[src/rtl/riscv_pkg.sv]
// Shared types and default widths for the instruction-fetch path.
package riscv_pkg;

  localparam int PC_W_DEFAULT    = 32;
  localparam int INSTR_W_DEFAULT = 32;
  localparam int PC_STEP         = 4;

  typedef enum logic [2:0] {
    S_IDLE,
    S_REQ,
    S_WAIT,
    S_OUT,
    S_DRAIN
  } fetch_state_t;

endpackage

[src/rtl/fetch_ctrl_if.sv]
// Memory request/response and decode handshake bundle for fetch_ctrl.
interface fetch_ctrl_if import riscv_pkg::*; #(
  parameter int PC_WIDTH    = PC_W_DEFAULT,
  parameter int INSTR_WIDTH = INSTR_W_DEFAULT
) ();

  logic                   imem_req_valid;
  logic                   imem_req_ready;
  logic [PC_WIDTH-1:0]    imem_addr;
  logic                   imem_rsp_valid;
  logic [INSTR_WIDTH-1:0] imem_rsp_data;
  logic                   inst_valid;
  logic                   inst_ready;
  logic [INSTR_WIDTH-1:0] inst_data;
  logic [PC_WIDTH-1:0]    inst_pc;

  modport master (
    output imem_req_valid, imem_addr, inst_valid, inst_data, inst_pc,
    input  imem_req_ready, imem_rsp_valid, imem_rsp_data, inst_ready
  );

  modport slave (
    input  imem_req_valid, imem_addr, inst_valid, inst_data, inst_pc,
    output imem_req_ready, imem_rsp_valid, imem_rsp_data, inst_ready
  );

endinterface

[src/rtl/fetch_ctrl_timer.sv]
// Clearable up-counter; done flags the cycle that completes TIMEOUT enabled cycles.
module fetch_timer #(
  parameter int TIMEOUT = 16
) (
  input  logic clk,
  input  logic rst,
  input  logic clr,
  input  logic en,
  output logic done
);

  localparam int            CW   = $clog2(TIMEOUT + 1);
  localparam logic [CW-1:0] LAST = CW'(TIMEOUT - 1);
  localparam logic [CW-1:0] MAX  = CW'(TIMEOUT);

  logic [CW-1:0] count;

  // Saturates so a held-off timeout (redirect in DRAIN) still fires later.
  always_ff @(posedge clk or posedge rst) begin
    if (rst)                      count <= '0;
    else if (clr)                 count <= '0;
    else if (en && count != MAX)  count <= count + 1'b1;
  end

  assign done = en && (count >= LAST);

endmodule

[src/rtl/fetch_ctrl.sv]
// Instruction-fetch sequencer: steers the PC unit, issues one memory request
// per PC, hands fetched words to decode and handles redirects and timeouts.
module fetch_ctrl import riscv_pkg::*; #(
  parameter int PC_WIDTH    = PC_W_DEFAULT,
  parameter int INSTR_WIDTH = INSTR_W_DEFAULT,
  parameter int TIMEOUT     = 16
) (
  input  logic                clk,
  input  logic                rst,
  input  logic                start,
  input  logic                halt,
  input  logic [PC_WIDTH-1:0] pc_in,
  output logic                pc_go,
  output logic                pc_sel,
  output logic [PC_WIDTH-1:0] pc_branch,
  input  logic                redirect_valid,
  input  logic [PC_WIDTH-1:0] redirect_target,
  fetch_ctrl_if.master        bus,
  output logic                busy,
  output logic                timeout_err
);

  fetch_state_t           state, state_nxt;
  logic [PC_WIDTH-1:0]    inst_pc_q;
  logic [INSTR_WIDTH-1:0] inst_data_q;
  logic                   req_fire;
  logic                   data_ld;
  logic                   err_set;
  logic                   err_clr;
  logic                   tmr_en;
  logic                   tmr_clr;
  logic                   tmr_done;

  // Redirect gates the request so the PC unit never sees go and sel together.
  assign bus.imem_req_valid = (state == S_REQ) && !halt && !redirect_valid;
  assign bus.imem_addr      = pc_in;
  assign req_fire           = bus.imem_req_valid && bus.imem_req_ready;

  assign pc_go     = req_fire;
  assign pc_sel    = redirect_valid;
  assign pc_branch = redirect_valid ? redirect_target : '0;

  assign bus.inst_valid = (state == S_OUT) && !redirect_valid;
  assign bus.inst_data  = inst_data_q;
  assign bus.inst_pc    = inst_pc_q;
  assign busy           = (state != S_IDLE);

  assign tmr_en  = (state == S_WAIT) || (state == S_DRAIN);
  assign tmr_clr = !tmr_en || (state_nxt != state);

  fetch_timer #(.TIMEOUT(TIMEOUT)) u_timer (
    .clk  (clk),
    .rst  (rst),
    .clr  (tmr_clr),
    .en   (tmr_en),
    .done (tmr_done)
  );

  always_comb begin
    state_nxt = state;
    data_ld   = 1'b0;
    err_set   = 1'b0;
    err_clr   = 1'b0;
    case (state)
      S_IDLE: begin
        if (!redirect_valid && start) begin
          state_nxt = S_REQ;
          err_clr   = 1'b1;
        end
      end
      S_REQ: begin
        if (redirect_valid)  state_nxt = S_REQ;
        else if (halt)       state_nxt = S_IDLE;
        else if (req_fire)   state_nxt = S_WAIT;
      end
      S_WAIT: begin
        if (redirect_valid) begin
          state_nxt = bus.imem_rsp_valid ? S_REQ : S_DRAIN;
        end else if (bus.imem_rsp_valid) begin
          state_nxt = S_OUT;
          data_ld   = 1'b1;
        end else if (tmr_done) begin
          state_nxt = S_IDLE;
          err_set   = 1'b1;
        end
      end
      S_OUT: begin
        if (redirect_valid || bus.inst_ready) state_nxt = S_REQ;
      end
      S_DRAIN: begin
        // The stale response is the only one outstanding, so it ends the drain.
        if (bus.imem_rsp_valid)  state_nxt = S_REQ;
        else if (redirect_valid) state_nxt = S_DRAIN;
        else if (tmr_done) begin
          state_nxt = S_IDLE;
          err_set   = 1'b1;
        end
      end
      default: state_nxt = S_IDLE;
    endcase
  end

  always_ff @(posedge clk or posedge rst) begin
    if (rst) begin
      state       <= S_IDLE;
      timeout_err <= 1'b0;
      inst_pc_q   <= '0;
      inst_data_q <= '0;
    end else begin
      state <= state_nxt;
      if (err_set)      timeout_err <= 1'b1;
      else if (err_clr) timeout_err <= 1'b0;
      if (req_fire)     inst_pc_q   <= pc_in;
      if (data_ld)      inst_data_q <= bus.imem_rsp_data;
    end
  end

endmodule

[src/flat_wrapper.sv]
// flat-port wrapper written by rule: the top's interface ports become plain ports
module fetch_ctrl_flat import riscv_pkg::*;
#(
  parameter int PC_WIDTH    = PC_W_DEFAULT,
  parameter int INSTR_WIDTH = INSTR_W_DEFAULT,
  parameter int TIMEOUT     = 16
)
  (clk, rst, start, halt, pc_in, pc_go, pc_sel, pc_branch, redirect_valid, redirect_target, busy, timeout_err, bus_imem_req_valid, bus_imem_addr, bus_inst_valid, bus_inst_data, bus_inst_pc, bus_imem_req_ready, bus_imem_rsp_valid, bus_imem_rsp_data, bus_inst_ready);
  fetch_ctrl_if #(.PC_WIDTH(PC_WIDTH), .INSTR_WIDTH(INSTR_WIDTH)) bus_i ();
  input  logic clk;
  input  logic rst;
  input  logic start;
  input  logic halt;
  input  logic [PC_WIDTH-1:0] pc_in;
  output logic pc_go;
  output logic pc_sel;
  output logic [PC_WIDTH-1:0] pc_branch;
  input  logic redirect_valid;
  input  logic [PC_WIDTH-1:0] redirect_target;
  output logic busy;
  output logic timeout_err;
  output wire logic [$bits(bus_i.imem_req_valid)-1:0] bus_imem_req_valid;
  output wire logic [$bits(bus_i.imem_addr)-1:0] bus_imem_addr;
  output wire logic [$bits(bus_i.inst_valid)-1:0] bus_inst_valid;
  output wire logic [$bits(bus_i.inst_data)-1:0] bus_inst_data;
  output wire logic [$bits(bus_i.inst_pc)-1:0] bus_inst_pc;
  input wire logic [$bits(bus_i.imem_req_ready)-1:0] bus_imem_req_ready;
  input wire logic [$bits(bus_i.imem_rsp_valid)-1:0] bus_imem_rsp_valid;
  input wire logic [$bits(bus_i.imem_rsp_data)-1:0] bus_imem_rsp_data;
  input wire logic [$bits(bus_i.inst_ready)-1:0] bus_inst_ready;
  assign bus_imem_req_valid = bus_i.imem_req_valid;
  assign bus_imem_addr = bus_i.imem_addr;
  assign bus_inst_valid = bus_i.inst_valid;
  assign bus_inst_data = bus_i.inst_data;
  assign bus_inst_pc = bus_i.inst_pc;
  assign bus_i.imem_req_ready = bus_imem_req_ready;
  assign bus_i.imem_rsp_valid = bus_imem_rsp_valid;
  assign bus_i.imem_rsp_data = bus_imem_rsp_data;
  assign bus_i.inst_ready = bus_inst_ready;
  fetch_ctrl #(.PC_WIDTH(PC_WIDTH), .INSTR_WIDTH(INSTR_WIDTH), .TIMEOUT(TIMEOUT)) u_core (.clk(clk), .rst(rst), .start(start), .halt(halt), .pc_in(pc_in), .pc_go(pc_go), .pc_sel(pc_sel), .pc_branch(pc_branch), .redirect_valid(redirect_valid), .redirect_target(redirect_target), .bus(bus_i), .busy(busy), .timeout_err(timeout_err));
endmodule
[config.mk]
export PLATFORM = sky130hd
export DESIGN_NAME = fetch_ctrl_flat
export DESIGN_NICKNAME = d
export VERILOG_FILES = /design/src/rtl/riscv_pkg.sv /design/src/rtl/fetch_ctrl_if.sv /design/src/rtl/fetch_ctrl_timer.sv /design/src/rtl/fetch_ctrl.sv /design/src/flat_wrapper.sv
export SDC_FILE = /design/constraint.sdc
export NUM_CORES = 1
export LEC_CHECK = 0
export CAP_MARGIN = 20
export CORE_ASPECT_RATIO = 1.25
export CORE_MARGIN = 4
export CORE_UTILIZATION = 36
export DETAILED_ROUTE_END_ITERATION = 8
export PLACE_DENSITY_LB_ADDON = 0.15
export SKIP_LAST_GASP = 1
export SLEW_MARGIN = 20
export SYNTH_ARGS = -nofsm -noshare
export SYNTH_HDL_FRONTEND = slang
export SYNTH_SLANG_ARGS = --single-unit
[constraint.sdc]
create_clock -name clk -period 3.83 [get_ports clk]
set_clock_uncertainty 0.2 [all_clocks]
set_input_delay 1.149 -clock clk [delete_from_list [all_inputs] [get_ports clk]]
set_output_delay 1.149 -clock clk [all_outputs]
set_load 0.01 [all_outputs]
==> results of run 1 <==
==> cell usage after synthesis (2+ instances only) <==
library cell,instances,area share
sky130_fd_sc_hd__inv_1,6,0.0062
sky130_fd_sc_hd__a21oi_1,4,0.0055
sky130_fd_sc_hd__and2_1,33,0.057
sky130_fd_sc_hd__nor2b_1,2,0.0035
sky130_fd_sc_hd__nor2_1,5,0.0052
sky130_fd_sc_hd__buf_4,33,0.069
sky130_fd_sc_hd__mux2_2,34,0.11
sky130_fd_sc_hd__mux2_4,30,0.12
sky130_fd_sc_hd__nand3b_1,2,0.0042
sky130_fd_sc_hd__clkbuf_1,4,0.0042
sky130_fd_sc_hd__o21ai_0,2,0.0028
sky130_fd_sc_hd__nand2b_1,4,0.0069
sky130_fd_sc_hd__nand2_1,2,0.0021
sky130_fd_sc_hd__ha_1,3,0.010
sky130_fd_sc_hd__and3_1,2,0.0035
sky130_fd_sc_hd__xor2_1,2,0.0049
sky130_fd_sc_hd__o311ai_0,2,0.0049
sky130_fd_sc_hd__buf_6,7,0.022
sky130_fd_sc_hd__dfrtp_1,73,0.51
sky130_fd_sc_hd__nand4_1,2,0.0035
==> final cells by class <==
type,instances,area (sq um),area share
multi-input cells,146,1410,0.228
clock buffers,9,225,0.0363
well taps,126,158,0.0254
flip-flops and latches,73,1830,0.295
inverters,6,22.5,0.00363
repair buffers,247,2460,0.396
clock inverters,7,95.1,0.0153
==> routing by layer <==
layer,part of all wire,track usage,vias to the layer above
li1,-,-,1323
met1,0.34,0.170,1350
met2,0.55,0.324,144
met3,0.088,0.0506,9
met4,0.017,0.0675,0
met5,0,0,-
==> cells by family (layout without fill, tap and decap cells) <==
group                      Yosys count  after routing  share of synthesized area
muxes                               65             65                      0.234
buffers and inverters               51            269                      0.102
AOI/OAI and AO/OA                   15             15                     0.0295
xor gates and xnor gates             3              3                    0.00728
DFF                                 73             73                      0.506
adders and majority gates            3              3                     0.0104
and+or+nand+nor                     60             60                      0.111
==> flip-flops by register name, indices dropped and copies added, names as in the netlist <==
name	cells
u_core.bus.inst_data	32
u_core.bus.inst_pc	32
u_core.u_timer.count	5
u_core.state	3
u_core.timeout_err	1
==> stage by stage <==
stage | power (mW) | instances
6_report | 3.57 | 614
5_1_grt | 3.77 | 614
4_1_cts | 3.63 | 614
3_5_place_dp | 2.73 | 598
3_3_place_gp | 2.70 | 598
2_1_floorplan | 1.86 | 270
==> path summary, 6_finish.rpt <==
path	start	endpoint	slack (ns)	cells past startpoint
max in group asynchronous	rst	u_core.bus.inst_data[6]	1.81	3
worst max-delay path	redirect_valid	pc_branch[31]	0.05	4
worst min-delay path	u_core.bus.inst_pc[7]	u_core.bus.inst_pc[7]	0.30	1
worst min register to register	u_core.bus.inst_pc[7]	u_core.bus.inst_pc[7]	0.30	1
min in group asynchronous	rst	u_core.bus.inst_pc[10]	0.97	2
worst max register to register	u_core.u_timer.count[1]	u_core.u_timer.count[2]	1.83	6
==> power by group <==
group          internal, mW  switching (mW)
Clock                 0.570           0.321
Sequential             1.07           0.164
Combinational         0.966           0.479
==> reports/qor.csv, run 1 <==
stage;metric;value;unit
route;drc_errors;0;
die;dieArea;11700;sq um
route;drt_wl_total;9970;um
die;floorplan.die.width;97.6;um
clock_network;cts_inserted_buffers;9;
layout;post-route-util;0.638;
synthesis;synth-edff-count;0;
route;first_pass_iters;4;
global_route;grt_first_pass_wirelength;15900;um
layout;layout.cell_area.non_filler;6200;sq um
synthesis;post_synth_num_cell_types;38;
synthesis;synthesis.area;3610;sq um
placement;placement.io_buffers;237;
clock_network;clock_latency;0.33;ns
clock_network;clkSlewWorstSetupHoldPaths;0.05;ns
route;postRouteAntennaNets;0;
sta;finalCriticalPeriod;3.78;ns
layout;final_common_cell;sky130_fd_sc_hd__clkdlybuf4s50_1;
synthesis;post_synth.cell_area_avg;13.4;sq um
clock_network;clock-root-buffer;sky130_fd_sc_hd__clkbuf_16;
setup_path;timing.critical_path.buf_inv;3;
die;floorplan.io_pins;238;
setup_path;cp_common_cell;sky130_fd_sc_hd__clkdlybuf4s50_1;
sta;fin_worst_hold_slack;0.302;ns
setup_path;worst-endpoint-arrival;2.43;ns
route;routed-via-count;2826;
power_and_ir_drop;power.density_cell_area;577;nW/um^2
setup_path;setup.worst_path.class;input port to primary output;
placement;placedInstanceArea;5890;sq um
global_route;grt_max_degree;35;
placement;dp_slack;-0.212;ns
power_and_ir_drop;ir_worst_vdd;0.200;mV
synthesis;synth_nets;377;
sta;final.setup.tns;0;ns
sta;timing.final.ws_setup;0.0483;ns
synthesis;synth.yosys.warnings;0;
min_path;hp-class;register to register;
layout;drive_above_1_share;0.197;
synthesis;ys_seq_area_frac;0.506;
setup_path;worst_path_fanout_max;4;
synthesis;ys_async_sr_fraction;1.00;
clock_network;cts_hold_buf;0;
synthesis;yosys_register_bits;73;
clock_network;tritoncts;done;
clock_network;cts-root-to-sink-buffers;2;
clock_network;cts_repair_resize_count;30;
flow_run;max-cap-violations;0;
setup_path;cp_top_family;buffers and inverters;
setup_path;critPathCaptureType;primary output;
die;start_util;0.372;
clock_network;post-cts-setup-buffers;0;
placement;gpl.final_weighted_congestion;0.747;
clock_network;htree_num_levels;3;
route;detail_route.wl_per_cell;16.2;um
die;die_span_y;120;um
layout;layout.filler_cells;771;
clock_network;clock_sinks;73;
synthesis;syn-instance-count;270;
sta;hold_violations;0;
layout;most-common-layout-cells;205 x sky130_fd_sc_hd__clkdlybuf4s50_1, 73 x sky130_fd_sc_hd__dfrtp_1, 34 x sky130_fd_sc_hd__mux2_2;
route;detail_route.iter0.violations;55;
setup_path;timing.critical_path.slowest_cell_delay;0.54;ns
setup_path;crit_required;2.48;ns
global_route;globalRouteTotalUtil;0.170;
global_route;antenna_found_initial;0;
die;std_cell_rows;40;
sta;rsz0062_at_grt;false;
setup_path;timing.critical_path.from_type;input port;
sta;final_max_slew_viol_count;0;
layout;num-nets-final;590;
layout;area_growth_syn_to_layout;71.7;%
sta;final-setup-viol-count;0;
layout;ant_cells;0;
global_route;globalRoute.totalOverflow;0;
setup_path;chain_of_cells_forming_the_critical_path;clkdlybuf4s50_1, buf_4, and2_1, clkdlybuf4s50_1;
route;viasPerCell;4.60;
setup_path;timing.critical_path.slowest_stage_cell;sky130_fd_sc_hd__clkdlybuf4s50_1;
power_and_ir_drop;power.leakage;2.88;nW
global_route;grt_pass1_vias;3182;
die;placeableCoreArea;9710;sq um
placement;detailedPlacementHpwl;7890;um
sta;slew_headroom;0.689;
sta;worst_pin_slew;0.466;ns
sta;max_freq;264;MHz
synthesis;synth_ff_type;sky130_fd_sc_hd__dfrtp_1;
sta;final.period_utilization;0.987;
run_status;status;finished, final reports clean;
No activity file was read; power rests on OpenSTA's default activity.
==> run 2: changes to the inputs <==
--- a/constraint.sdc
+++ b/constraint.sdc
@@ -4,2 +4,2 @@
 set_output_delay 1.149 -clock clk [all_outputs]
-set_load 0.01 [all_outputs]
+set_load 0.005 [all_outputs]
==> run 2 against run 1 <==
  * Power decreased by 7.2%
  * Via count increased by 0.74%
  * Wire length increased by 0.45%
  * Cell area about the same
  * Highest routed layer unchanged
  * Clock power decreased by 16%
  * Worst hold slack about the same
  * Utilization about the same
  * Fmax decreased by 0.27%
  * Largest cell class unchanged
  * Critical endpoint is now bus_imem_req_valid
  * Worst setup slack got worse by 0.010 ns
  * Sequential cell count unchanged
  * Critical path type unchanged
  * Critical path depth unchanged
==> reports/qor.csv, run 2 (synthesis gave the netlist of run 1 again) <==
stage;metric;value;unit
clock_network;clock_sinks;73;
power_and_ir_drop;power.density_cell_area;535;nW/um^2
setup_path;critPathCaptureType;primary output;
power_and_ir_drop;clkPwrFrac;0.227;
die;placeableCoreArea;9710;sq um
clock_network;cts_hold_buf;0;
sta;worst_pin_slew;0.460;ns
power_and_ir_drop;share_comb_of_total_power;0.399;
min_path;min_delay_worst_endpoint;u_core.bus.inst_pc[7];
clock_network;tritoncts;done;
die;start_util;0.372;
route;drc_errors;0;
layout;num-nets-final;593;
clock_network;htree_num_levels;3;
placement;detailedPlacementHpwl;7990;um
global_route;grt_max_degree;35;
power_and_ir_drop;ir_worst_vdd;0.231;mV
route;routed-via-count;2847;
placement;gpl.final_weighted_congestion;0.744;
sta;final.period_utilization;0.990;
layout;area_growth_syn_to_layout;71.8;%
die;dieArea;11700;sq um
die;floorplan.die.width;97.6;um
route;drt_wl_total;10000;um
flow_run;max-cap-violations;0;
setup_path;worstReg2RegStart;u_core.u_timer.count[1];
global_route;antenna_found_initial;0;
power_and_ir_drop;switchingPower;832;uW
clock_network;clock-root-buffer;sky130_fd_sc_hd__clkbuf_16;
sta;slew_headroom;0.693;
run_status;status;finished, final reports clean;
route;first_pass_iters;4;
setup_path;timing.critical_path.from_type;input port;
sta;final.setup.tns;0;ns
die;die_span_y;120;um
setup_path;regToRegSetupSlack;1.84;ns
layout;most-common-layout-cells;234 x sky130_fd_sc_hd__clkdlybuf4s50_1, 73 x sky130_fd_sc_hd__dfrtp_1, 34 x sky130_fd_sc_hd__mux2_2;
die;floorplan.io_pins;238;
layout;final_common_cell;sky130_fd_sc_hd__clkdlybuf4s50_1;
route;detail_route.iter0.violations;34;
power_and_ir_drop;pwr-share-seq;0.374;
setup_path;r2r.worst_path.cells;6;
route;postRouteAntennaNets;0;
placement;placement.io_buffers;237;
clock_network;cts_inserted_buffers;9;
power_and_ir_drop;power.leakage;2.74;nW
global_route;globalRoute.totalOverflow;0;
min_path;hold_startpoint;u_core.bus.inst_pc[7];
clock_network;clock_latency;0.32;ns
sta;finalCriticalPeriod;3.79;ns
power_and_ir_drop;total_power;3.32;mW
setup_path;worst-endpoint-arrival;2.44;ns
setup_path;crit_required;2.48;ns
die;std_cell_rows;40;
clock_network;cts-root-to-sink-buffers;2;
layout;drive_above_1_share;0.206;
layout;layout.cell_area.non_filler;6200;sq um
layout;ant_cells;0;
global_route;globalRouteTotalUtil;0.171;
global_route;grt_first_pass_wirelength;15900;um
sta;final_max_slew_viol_count;0;
clock_network;clkSlewWorstSetupHoldPaths;0.05;ns
setup_path;r2r-end;u_core.u_timer.count[2];
global_route;grt_pass1_vias;3129;
min_path;timing.hold.worst_path_depth;1;
route;viasPerCell;4.61;
layout;fin_cells;617;
placement;inst_count_dp;598;
setup_path;setup.worst_path.class;input port to primary output;
layout;post-route-util;0.639;
power_and_ir_drop;swShare;0.251;
route;detail_route.wl_per_cell;16.2;um
min_path;hp-class;register to register;
placement;placedInstanceArea;5890;sq um
sta;hold_violations;0;
sta;max_freq;264;MHz
power_and_ir_drop;p_int;2.49;mW
sta;final-setup-viol-count;0;
sta;rsz0062_at_grt;false;
setup_path;worst_path_fanout_max;2;
[run 2: changes by cell type in the layout (fill, tap and decap cells not counted), moves of 2 or more]
cell | previous run | this run
sky130_fd_sc_hd__buf_4 | 6 | 8
sky130_fd_sc_hd__dlygate4sd2_1 | 27 | 3
sky130_fd_sc_hd__bufinv_16 | 2 | 0
sky130_fd_sc_hd__clkinv_2 | 2 | 4
sky130_fd_sc_hd__dlymetal6s2s_1 | 4 | 0
sky130_fd_sc_hd__clkdlybuf4s50_1 | 205 | 234
[run 2: worst max-delay path, stage by stage]
cell,delay (ns)
sky130_fd_sc_hd__clkdlybuf4s50_1,0.42
sky130_fd_sc_hd__nor2_1,0.16
sky130_fd_sc_hd__and3_4,0.21
sky130_fd_sc_hd__clkdlybuf4s50_1,0.51
[run 2: worst max path at each step]
stage / end / startpoint / cells after the start
6_report: bus_imem_req_valid / halt / 4
5_1_grt: bus_imem_req_valid / halt / 4
4_1_cts: bus_imem_req_valid / halt / 4
3_5_place_dp: bus_imem_req_valid / redirect_valid / 5
3_3_place_gp: pc_go / redirect_valid / 6
2_1_floorplan: u_core.bus.inst_data[0] / rst / 1
[run 2: routing by layer]
layer | wire [um] | global-route usage
met1 | 3380 | 0.171
met2 | 5540 | 0.321
met3 | 953 | 0.0547
met4 | 143 | 0.0719
met5 | 0 | 0
[run 2: timing repair]
item                       CTS  global route
gates resized for setup      8             0
setup buffers                2             0
setup endpoints to repair   27             0
[run 2: per-stage QoR]
stage / setup slack (ns) / hold slack, ns
6_report: 0.0379 / 0.302
5_1_grt: 0.0107 / 0.314
4_1_cts: 0.0342 / 0.304
3_5_place_dp: -0.190 / 0.291
3_3_place_gp: -0.171 / 0.286
2_1_floorplan: 0.628 / 0.295
[run 2: area by class of cell]
cell class                      instances  area [sq um]
Fill cell                             790          3510
Timing Repair Buffer                  250          2500
Sequential cell                        73          1830
Multi-Input combinational cell        146          1430
Clock buffer                            9           225
Tap cell                              126           158
Clock inverter                          7          45.0
Inverter                                6          22.5
[run 2: power by group through the flow]
stage | clock (mW) | sequential, mW | combinational (mW)
after CTS | 0.777 | 1.24 | 1.35
after detailed placement | 0 | 1.25 | 1.35
after floorplan | 0 | 1.26 | 0.465
final | 0.752 | 1.24 | 1.32
after global routing | 0.816 | 1.28 | 1.41
after global placement | 0 | 1.24 | 1.33
==> run 3: changes to the inputs <==
- SLEW_MARGIN: 20 -> default
==> results of run 3 <==
The final DEF is identical to that of run 2; final timing and power are the same.
